File: config.mk
export PLATFORM = sky130hd
export DESIGN_NAME = mem_arbiter
export DESIGN_NICKNAME = d
export VERILOG_FILES = /design/src/rtl/mem_arbiter.sv
export SDC_FILE = /design/constraint.sdc
export NUM_CORES = 1
export LEC_CHECK = 0
export ABC_AREA = 1
export CORE_AREA = 4 4 238 240
export DETAILED_ROUTE_END_ITERATION = 12
export DIE_AREA = 0 0 242 244
export GPL_ROUTABILITY_DRIVEN = 0
export PLACE_DENSITY = 0.37
export SYNTH_ARGS = -nofsm -noshare
export SYNTH_HDL_FRONTEND = slang
export SYNTH_SLANG_ARGS = --single-unit
File: constraint.sdc
create_clock -name clock -period 1.65 [get_ports clock]
set_clock_uncertainty 0.2 [all_clocks]
set_input_delay 0.33 -clock clock [delete_from_list [all_inputs] [get_ports clock]]
set_output_delay 0.33 -clock clock [all_outputs]
set_load 0.01 [all_outputs]
File: src/rtl/mem_arbiter.sv
// Purpose: round-robin arbiter sharing one host-memory port between two masters, whole transactions at a time.
// Latency: accept at t, memory request pulse at t+1, first data beat no earlier than t+2; one IDLE cycle between transactions.
// Backpressure: cN_req_ready only in IDLE for the winner; read beats stall on the owner's rd_ready, write beats follow the owner's wr_valid.
//
// Ports:
//   clock, reset                    single clock, synchronous active-high reset
//   cN_req_valid/ready/opcode/len/addr   client N request handshake (N = 0, 1)
//   cN_wr_valid/bits                 client N write beats (only the owner's reach memory)
//   cN_rd_valid/bits/ready           client N read beats (only the owner sees valid)
//   mem_req_valid/opcode/len/addr    one-cycle request pulse with latched fields
//   mem_wr_valid/bits                write beats to memory
//   mem_rd_valid/bits/ready          read beats from memory
module mem_arbiter #(
    parameter int MEM_LEN_BITS  = 8,
    parameter int MEM_ADDR_BITS = 64,
    parameter int MEM_DATA_BITS = 64
) (
    input  logic                     clock,
    input  logic                     reset,

    input  logic                     c0_req_valid,
    output logic                     c0_req_ready,
    input  logic                     c0_req_opcode,
    input  logic [MEM_LEN_BITS-1:0]  c0_req_len,
    input  logic [MEM_ADDR_BITS-1:0] c0_req_addr,
    input  logic                     c0_wr_valid,
    input  logic [MEM_DATA_BITS-1:0] c0_wr_bits,
    output logic                     c0_rd_valid,
    output logic [MEM_DATA_BITS-1:0] c0_rd_bits,
    input  logic                     c0_rd_ready,

    input  logic                     c1_req_valid,
    output logic                     c1_req_ready,
    input  logic                     c1_req_opcode,
    input  logic [MEM_LEN_BITS-1:0]  c1_req_len,
    input  logic [MEM_ADDR_BITS-1:0] c1_req_addr,
    input  logic                     c1_wr_valid,
    input  logic [MEM_DATA_BITS-1:0] c1_wr_bits,
    output logic                     c1_rd_valid,
    output logic [MEM_DATA_BITS-1:0] c1_rd_bits,
    input  logic                     c1_rd_ready,

    output logic                     mem_req_valid,
    output logic                     mem_req_opcode,
    output logic [MEM_LEN_BITS-1:0]  mem_req_len,
    output logic [MEM_ADDR_BITS-1:0] mem_req_addr,
    output logic                     mem_wr_valid,
    output logic [MEM_DATA_BITS-1:0] mem_wr_bits,
    input  logic                     mem_rd_valid,
    input  logic [MEM_DATA_BITS-1:0] mem_rd_bits,
    output logic                     mem_rd_ready
);

    typedef enum logic [1:0] {
        IDLE = 2'd0,
        REQ  = 2'd1,
        RD   = 2'd2,
        WR   = 2'd3
    } state_t;

    state_t                   state;
    state_t                   state_nxt;

    logic                     owner;       // 0 = client 0 owns the port, 1 = client 1
    logic                     last_grant;  // resets to 1 so client 0 wins the first tie
    logic                     opcode_q;
    logic [MEM_LEN_BITS-1:0]  len_q;
    logic [MEM_ADDR_BITS-1:0] addr_q;
    logic [MEM_LEN_BITS-1:0]  cnt;

    logic                     any_req;
    logic                     winner;
    logic                     owner_rd_ready;
    logic                     owner_wr_valid;
    logic                     last_beat;
    logic                     beat;

    assign any_req        = c0_req_valid | c1_req_valid;
    // Tie goes to the client that did not win last time; otherwise the sole requester.
    assign winner         = (c0_req_valid & c1_req_valid) ? ~last_grant : c1_req_valid;
    assign owner_rd_ready = owner ? c1_rd_ready : c0_rd_ready;
    assign owner_wr_valid = owner ? c1_wr_valid : c0_wr_valid;
    // Unsigned compare at len width: len = all-ones ends after 2**MEM_LEN_BITS beats without wrapping.
    assign last_beat      = (cnt == len_q);
    assign beat           = ((state == RD) & mem_rd_valid & owner_rd_ready) |
                            ((state == WR) & owner_wr_valid);

    assign c0_rd_bits     = mem_rd_bits;
    assign c1_rd_bits     = mem_rd_bits;
    assign mem_wr_bits    = owner ? c1_wr_bits : c0_wr_bits;
    assign mem_req_opcode = opcode_q;
    assign mem_req_len    = len_q;
    assign mem_req_addr   = addr_q;

    always_ff @(posedge clock) begin
        if (reset) begin
            state <= IDLE;
        end else begin
            state <= state_nxt;
        end
    end

    always_comb begin
        state_nxt     = state;
        c0_req_ready  = 1'b0;
        c1_req_ready  = 1'b0;
        c0_rd_valid   = 1'b0;
        c1_rd_valid   = 1'b0;
        mem_req_valid = 1'b0;
        mem_wr_valid  = 1'b0;
        mem_rd_ready  = 1'b0;
        case (state)
            IDLE: begin
                if (any_req) begin
                    c0_req_ready = ~winner;
                    c1_req_ready = winner;
                    state_nxt    = REQ;
                end
            end
            REQ: begin
                mem_req_valid = 1'b1;
                state_nxt     = opcode_q ? WR : RD;
            end
            RD: begin
                mem_rd_ready = owner_rd_ready;
                c0_rd_valid  = mem_rd_valid & ~owner;
                c1_rd_valid  = mem_rd_valid & owner;
                if (mem_rd_valid && owner_rd_ready && last_beat) begin
                    state_nxt = IDLE;
                end
            end
            WR: begin
                mem_wr_valid = owner_wr_valid;
                if (owner_wr_valid && last_beat) begin
                    state_nxt = IDLE;
                end
            end
            default: begin
                state_nxt = IDLE;
            end
        endcase
    end

    // Request fields are sampled only at the accept; changes while waiting are harmless.
    always_ff @(posedge clock) begin
        if (reset) begin
            owner      <= 1'b0;
            last_grant <= 1'b1;
            opcode_q   <= 1'b0;
            len_q      <= '0;
            addr_q     <= '0;
            cnt        <= '0;
        end else if ((state == IDLE) && any_req) begin
            owner      <= winner;
            last_grant <= winner;
            opcode_q   <= winner ? c1_req_opcode : c0_req_opcode;
            len_q      <= winner ? c1_req_len    : c0_req_len;
            addr_q     <= winner ? c1_req_addr   : c0_req_addr;
            cnt        <= '0;
        end else if (beat && !last_beat) begin
            cnt <= cnt + MEM_LEN_BITS'(1);
        end
    end

endmodule
=== Word level (Yosys, flattened, before mapping) ===
Cells that the tools add are included.

* Word-level logic and storage cells: 56
* Register bits: 85
* Bits of input ports: 347

* $add $sub $neg: 1
* Bitwise operators: 11
* Reduce and logical (&&, ||, !) cells: 9
* Mux-type cells: 21
* Eq/ne operators: 7

{| class="wikitable"
|+ Operator list
! kind !! number
|-
| $mux W64 || 2
|-
| $mux W1 || 14
|-
| $add A8 B1 Y8 const B || 1
|-
| $eq A8 B8 Y1 || 1
|-
| $mux W8 || 1
|-
| $pmux W2 S4 || 1
|-
| $and A1 B1 Y1 || 6
|-
| $mux W2 || 3
|-
| $logic_and A1 B1 Y1 || 5
|-
| $eq A2 B2 Y1 const B || 2
|-
| $ne A2 B1 Y1 const B || 2
|-
| $not A1 Y1 || 3
|-
| $reduce_and A3 Y1 || 1
|-
| $eq A2 B1 Y1 const B || 1
|-
| $logic_not A2 Y1 || 1
|-
| $ne A2 B2 Y1 const B || 1
|-
| $or A1 B1 Y1 || 2
|-
| $reduce_or A2 Y1 || 1
|-
| $logic_not A1 Y1 || 1
|}

=== Logic depth before layout (Yosys ltp) ===
* Depth after elaboration: 5
* Gate-level depth with buffers: 9
* Mapped depth without buffers: 9

=== Worst setup path after synthesis ===
Ideal clock, no wire load.

* Kind: register -> output
* From: reg owner
* To: out mem_wr_bits[14]
* Arrival: 1.087 ns
* Stages on the path, launching flop included: 7
* Path buffers: 3
* Slack: 0.033 ns
* Cell sequence: dfxtp_1 buf_6 inv_1 buf_2 buf_1 nand2_1 nand2_1

* Cells in the longest elaborated chain, start to end: 1

{| class="wikitable"
|+ Ends and longest elaborated chain
! element !! RTL line !! text
|-
| from (decl) || 64 || <nowiki>logic owner;</nowiki>
|-
| from (signal assigned) || 154 || <nowiki>owner <= winner;</nowiki>
|-
| $mux W64 || 90 || <nowiki>assign mem_wr_bits = owner ? c1_wr_bits : c0_wr_bits;</nowiki>
|-
| to (decl) || 48 || <nowiki>output logic [MEM_DATA_BITS-1:0] mem_wr_bits,</nowiki>
|}

Every way passes these cells.

=== Worst setup path in the final report ===
* From: reg owner
* To: out mem_rd_ready

* Cells in the longest elaborated chain, start to end: 2

{| class="wikitable"
|+ Ends and longest elaborated chain
! element !! RTL line !! text
|-
| $mux W1 || 81 || <nowiki>assign owner_rd_ready = owner ? c1_rd_ready : c0_rd_ready;</nowiki>
|-
| $mux W1 || 112 || <nowiki>case (state)</nowiki>
|-
| to (decl) || 51 || <nowiki>output logic mem_rd_ready</nowiki>
|}

Every way passes these cells.

==> results.cfg <==
[clocking]
clkLatencyLatePin_ps = 390
cts_tree = done
clk_path_buf_depth = 2
htreeDepth = 3
cts-buffers-inserted = 9
postCtsHoldBufs = 0
clk_pin_slew_ps = 70
clock_sinks = 85
cts_root_buffer = clkbuf_16

[sta]
min_period_ps = 2080
max_freq_mhz = 481
fin_ws_ps = -430
worst_pin_slew_ps = 258
grt_setup_unrepaired = yes
relSlewSlack = 0.828
slew_viol_final = 0
fin_crit_sh = 1.26
hold_violations = 0
setup_viol = 148

[power]
power.net_switching_mw = 3.67
finalPower_mw = 10.2
powerDensity_nw_per_um2 = 801
intPower_mw = 6.50
switching_share = 0.361
power_frac_comb = 0.509
pwr-share-seq = 0.246
irDropWorstVdd_mv = 0.649
clkPwrFrac = 0.245
p_leak_nw = 5.42

[grt]
antenna_found_initial = 2
overflow = 0
grt_pass1_wl_um = 48700
grt_max_degree = 39
grt_pass1_vias = 7103
grt_use_total = 0.112

[drt]
routed_via_density = 3.58
drc = 0
ant_nets = 0
via_count = 7015
wl_um = 38200
wl_per_cell_um = 19.5
dr.first_iter.drc_count = 200
drt-pass1-iter-count = 4

[floorplan]
die_area_sq_um = 59000
num_rows = 86
start_util = 0.102
ios = 619
die_height_um = 244
die_x_um = 242
core_area_sq_um = 54700

[setup_path]
crit_path_start = owner$_SDFFE_PP0P_
r2r-start = owner$_SDFFE_PP0P_
reg2regPathDepth = 11
cp.arrival_ps = 1550
worstPathMaxFanout = 4
reg2reg_slack_ps = -310
critical_path_class = reg -> out
r2r_end = cnt[6]$_SDFFE_PP0P_
crit_end = mem_rd_ready
cp-end-kind = output pin
crit_path_start_kind = register
cp.required_ps = 1120

[final_layout]
regArea_sq_um = 1720
areaGrowthSynthToFinish_pct = 128
drive_above_1_share = 0.372
n_antenna_cell = 0
layout_common_cells = clkdlybuf4s50_1 (279), nand2_1 (240), nand2_2 (142)
postLayoutCoreUtil = 0.232
multiInputGateArea_sq_um = 3480
finalNetCount = 1598
fillers = 6046
final_common_cell = clkdlybuf4s50_1

[status]
violations = setup timing
status = finished with violations

[run]
cap_viol_max_count = 0

[min_path]
hold_path.class = reg -> reg
whs_path_depth = 2

[synth]
synth_top_area_frac = 0.306
syn_area_per_cell_sq_um = 6.47
ys_seq_elements = 85
synth_edf_count = 0
synth_seq_area_share = 0.306
synthArstFlopShare = 0
post-synth-top-area-cell = dfxtp_1
synth_cell_types = 32
synth_flop_cell = dfxtp_1
synth_area_leaders = dfxtp_1 (31%), nand2_1 (29%), buf_4 (18%), a31oi_1 (6.9%), buf_6 (1.8%)
synthCells = 859
yosysWarnings = 0
syn_area_sq_um = 5560
synth_nets = 1207

[placed_design]
dp_hpwl_um = 24500
io_buffers = 426
## registers in the layout, summed over array words and instances (netlist names)
register,cells
state,2
mem_req_opcode,1
mem_req_len,8
cnt,8
mem_req_addr,64
last_grant,1
owner,1
## worst min-delay path by stage
stage / startpoint / endpoint
after floorplan: last_grant$_SDFFE_PP1P_ / last_grant$_SDFFE_PP1P_
after global placement: mem_req_addr[40]$_SDFFE_PP0P_ / mem_req_addr[40]$_SDFFE_PP0P_
final: mem_req_addr[12]$_SDFFE_PP0P_ / mem_req_addr[12]$_SDFFE_PP0P_
after detailed placement: mem_req_addr[12]$_SDFFE_PP0P_ / mem_req_addr[12]$_SDFFE_PP0P_
after CTS: reset / state[0]$_SDFFE_PP0P_
after global routing: reset / state[0]$_SDFFE_PP0P_
## final cells by class
type	count	share of cell area
timing repair buffer	553	0.484
multi-input combinational	577	0.274
sequential	85	0.136
tap	704	0.0694
clock buffer	11	0.0199
inverter	23	0.00985
clock inverter	4	0.00611
timing repair inverter	1	0.000887
## repair_timing
item / 4_1_cts / 5_1_grt
resized for setup: 595 / 236
setup endpoints to repair: 224 / 155
cloned: 14 / 24
setup buffers: 34 / 17
pin swaps: 29 / 49
## per-stage QoR
step	setup slack, ps	instances	hold WS [ps]	instance area, sq um	TNS, ps
floorplan	33.4	859	229	5560	0
global placement	-686	1862	237	9920	-65340
detailed placement	-718	1862	251	9920	-66550
CTS	-525	1923	231	11300	-31220
global route	-530	1958	269	12700	-45320
finish	-430	1958	262	12700	-32890
## power by group through the flow
| stage | Combinational [mW] | Sequential (mW) | Clock, mW |
|---|---|---|---|
| 6_report | 5.18 | 2.50 | 2.49 |
| 3_5_place_dp | 3.48 | 2.51 | 0 |
| 4_1_cts | 4.19 | 2.46 | 2.63 |
| 2_1_floorplan | 1.49 | 2.58 | 0 |
| 5_1_grt | 5.54 | 2.53 | 2.67 |
| 3_3_place_gp | 3.49 | 2.50 | 0 |
## routing by layer
layer	part of all wire	up-vias	wire length, um	global-route usage
met5	0.00021	-	8	0
met1	0.42	3233	15900	0.133
met4	0.029	2	1110	0.0437
li1	-	3404	-	-
met3	0.076	64	2890	0.0454
met2	0.48	312	18300	0.181
## critical path, stage by stage (launching register included)
cell and delay, ps:
dfxtp_4 390, buf_12 140, buf_8 110, buf_6 110, nand2_4 50, o21ai_4 60, nor3_4 140, buf_2 160
## cell usage after synthesis, types with 2 or more instances
cell type and count:
a21oi_1 10, a22oi_1 8, a31oi_1 61, buf_1 5, buf_2 13, buf_4 134, buf_6 9, clkbuf_1 14
dfxtp_1 85, inv_1 18, inv_2 4, nand2_1 431, nand2_4 2, nand3_1 19, nor2_1 10, nor2_2 4
nor3_1 2, o211ai_1 4, o21ai_0 8, xnor2_1 2, xor2_1 5
## logic make-up after synthesis
group | count (synthesis) | share of synthesized area
simple gates | 471 | 0.329
buf+inv | 198 | 0.239
xor+xnor | 8 | 0.0140
compound gates | 96 | 0.110
fa+ha+maj | 1 | 0.00225
flops | 85 | 0.306
Note: power is estimated with default switching activity, not from simulation.
==> edit 1: new RTL, same flow settings <==
`MEM_DATA_BITS`: 64 -> 32.
--- a/src/rtl/mem_arbiter.sv
+++ b/src/rtl/mem_arbiter.sv
@@ -13,7 +13,7 @@
 module mem_arbiter #(
     parameter int MEM_LEN_BITS  = 8,
     parameter int MEM_ADDR_BITS = 64,
-    parameter int MEM_DATA_BITS = 64
+    parameter int MEM_DATA_BITS = 32
 ) (
     input  logic                     clock,
     input  logic                     reset,
Interface: changed (6 resized); port bits go from 619 to 427. No check against the original RTL was run, so the function may have changed too.
==> edit 1 against the unedited design <==
The flow still finishes with violations (setup timing). Power down 11%. Non-clock buffer count down 130. Hold slack worse by 6.5 ps. Final area down 17%. Synthesized area down 16%. Highest routed layer is now met4. Critical endpoint is now mem_wr_bits[6]. Sequential cell count unchanged. Die area unchanged. Via count down 16%. Setup slack better by 130 ps. Sequential share of layout area up 2.9 points. Routed wire length down 15%.
==> edit 1: results <==
set metrics [dict create \
    r2r-start "state[0]" \
    portBuffers 330 \
    p_leak_nw 4.32 \
    routed_wl_um 32300 \
    synth_fa_ha_area_share_pct 0.267 \
    slew_headroom_pct 73.8 \
    drtIter0Drc 163 \
    critical_path_arrival_ps 1420 \
    min-delay-start "mem_req_addr[63]" \
    setup_tns_ps -11550 \
    drive_gt1_share_pct 30.5 \
    grt_max_degree 46 \
    peakVddDrop_mv 0.377 \
    num-fill-cells 6108 \
    num_vias 5874 \
    synthTopCellsByCount "nand2_1, dfxtp_1, buf_4, a31oi_1, nand3_1" \
    ys_top_cells_by_area "dfxtp_1, nand2_1, buf_4, a31oi_1, buf_6" \
    antenna_found_initial 5 \
    postCtsSetupBuffers 14 \
    placed_cell_area_um2 8580 \
    status "finished with violations" \
    post-place-ws_ps -606 \
    failed_checks "setup timing" \
    hp-class "register to register" \
    grt.total_usage_pct 9.02 \
    synth_xor_area_share_pct 1.65 \
    cts_resized 339 \
    setup_slack_ps -302 \
    setup_viol 94 \
    syn_nets 943 \
    path_max_fanout 7 \
    switching_share_pct 35.0 \
    grt_first_pass_wirelength_um 39000 \
    finalNonFillerCells 1733 \
    h-tree-depth 3 \
    ys_seq_area_share_pct 36.2 \
    synth_cell_type_count 31 \
    syn_avg_cell_area_um2 6.79 \
    dp_hpwl_um 19400 \
    layout.nets 1274 \
]
## edit 1: cell count changes after synthesis, moves of 2 or more
cell	change
buf_2	-2
inv_1	-2
buf_1	-5
nand2_1	-96
buf_4	-64
## edit 1: critical path, stage by stage, from the launching register on
cell and delay, ps:
dfxtp_4 420, clkinv_8 100, buf_12 160, buf_6 120, nand2_1 50, nand2_1 40, buf_2 130
## edit 1: cells by family after synthesis
kind of cell / count (synthesis)
AND/OR/NAND/NOR: 375
XOR/XNOR: 8
buffers and inverters: 126
AO/OA/AOI/OAI: 96
adder cells (fa/ha/maj): 1
flip-flops: 85
## edit 1: area by class of cell
type | count | area [um2] | share of cell area, %
sequential | 85 | 1730 | 16.5
tap | 704 | 881 | 8.39
inverter | 23 | 114 | 1.08
clock buffer | 11 | 243 | 2.31
timing repair buffer | 423 | 4610 | 43.9
multi-input combinational | 480 | 2820 | 26.8
antenna | 2 | 5.00 | 0.0476
clock inverter | 5 | 108 | 1.02
## edit 1: routing by layer
metal | vias to the layer above | part of all wire, % | track usage (%)
met5 | - | 0 | 0
met4 | 0 | 4.4 | 5.34
met3 | 64 | 8.2 | 3.89
met2 | 306 | 43 | 14.0
met1 | 2664 | 44 | 10.4
li1 | 2840 | - | -
## edit 1: power groups by stage
stage / clock, mW / combinational (mW) / sequential, mW
finish: 2.62 / 3.97 / 2.47
global route: 2.80 / 4.29 / 2.51
CTS: 2.77 / 3.14 / 2.48
detailed placement: 0 / 2.91 / 2.51
global placement: 0 / 2.93 / 2.50
floorplan: 0 / 1.15 / 2.58
## edit 1: worst paths after layout
path,endpoint,slack (ps),cells past startpoint
hold reg to reg,mem_req_addr[63],260,2
hold / removal,mem_req_addr[63],260,2
setup reg to reg,mem_req_addr[43],-120,10
setup / recovery,mem_wr_bits[6],-300,6
==> edit 2: new RTL, same settings <==
Without the edit above. Re-encode `state_t` (4 states) as one-hot, 4 bits wide.
--- a/src/rtl/mem_arbiter.sv
+++ b/src/rtl/mem_arbiter.sv
@@ -51,11 +51,11 @@
     output logic                     mem_rd_ready
 );
 
-    typedef enum logic [1:0] {
-        IDLE = 2'd0,
-        REQ  = 2'd1,
-        RD   = 2'd2,
-        WR   = 2'd3
+    typedef enum logic [3:0] {
+        IDLE = 4'b0001,
+        REQ  = 4'b0010,
+        RD   = 4'b0100,
+        WR   = 4'b1000
     } state_t;
 
     state_t                   state;
Behaviour: no difference found for any inputs over 4 cycles, from zero or initial values and one cycle with reset high; so few cycles prove little.
==> edit 2 against the unedited design <==
The run still ends with setup timing left. First-iteration DRC count down 5.0%. Combinational power up 4.2%. Sequential power up 2%. Sequential cell count up 2. Power down 0.28%. Synthesized area up 0.88%. Routed wire length up 3.9%. Setup slack worse by 8.9 ps. Final area up 5.0%. Largest power group unchanged. Highest routed layer is now met4.
==> edit 2: results <==
set metrics [dict create \
    status "finished with violations" \
    failed_checks "setup timing" \
    synthMuxAreaShare_pct 4.46 \
    p_switching_mw 3.60 \
    placed_cell_area_um2 10300 \
    ys_seq_area_share_pct 31.1 \
    r2r_slack_ps -340 \
    p_leak_nw 5.69 \
    routed_wl_um 39700 \
    wl_met1_um 14600 \
    postCtsSetupBuffers 48 \
    setup_tns_ps -45900 \
    gr-usage-met3_pct 5.42 \
    met3_length_um 3540 \
    antenna_found_initial 1 \
    ff2ff_path_depth 12 \
    path_max_fanout 6 \
    hp-class "input port to register" \
    drtIter0Drc 190 \
    grt_first_pass_wirelength_um 55200 \
    drive_gt1_share_pct 40.8 \
    gr-usage-met2_pct 22.9 \
    min-delay-start "reset" \
    internal_power_mw 6.54 \
    r2r_end "mem_req_len[0]" \
    synth_fa_ha_area_share_pct 0.223 \
    setup_slack_ps -439 \
    synth-compound-area-share_pct 9.39 \
    cts_resized 688 \
    grt.total_usage_pct 12.8 \
    ys_top_cells_by_area "dfxtp_1, nand2_1, buf_4, a31oi_1, mux2i_1" \
    crit_end "mem_wr_bits[1]" \
    grt_max_degree 26 \
    slew_headroom_pct 79.0 \
    met1_usage_pct 13.3 \
    viasPerCell 3.64 \
    grt_pass1_vias 7657 \
    dp_hpwl_um 28500 \
    r2r-start "state[1]" \
    synth_xor_area_share_pct 1.41 \
    routed-wl-met2_um 20100 \
    peakVddDrop_mv 0.496 \
    layout.nets 1600 \
    num-fill-cells 5964 \
    hold_path_depth 3 \
    synth_cell_type_count 27 \
    setup_viol 156 \
    synthTopCellsByCount "nand2_1, buf_4, dfxtp_1, a31oi_1, nand3_1" \
    cts_buffers 9 \
    syn_nets 1200 \
    p_seq_mw 2.55 \
]
edit 2: cell types whose count changed in the layout (fill, tap and decap cells not counted), sizes merged, moves of 15 or more:
cell / change
nand2: -60
buf: +28
mux2i: +25
nand3: +25
o21ai: +18
clkbuf: -16
a31oi: -15
edit 2: through the flow:
step,setup slack (ps),utilization [%],hold slack (ps),cells
final,-439,24.4,174,1962
after floorplan,50.1,-,233,852
after detailed placement,-712,18.8,272,1866
after global routing,-522,24.4,175,1962
after global placement,-755,18.8,265,1866
after CTS,-507,23.2,263,1955
edit 2: final cells by class:
class	count	area [um2]	share of cell area (%)
well taps	704	881	6.60
flip-flops and latches	87	1760	13.2
clock inverters	5	56.3	0.422
clock buffers	11	243	1.82
multi-input cells	562	3790	28.4
repair buffers	565	6470	48.5
diodes	1	2.50	0.0188
inverters	27	131	0.985
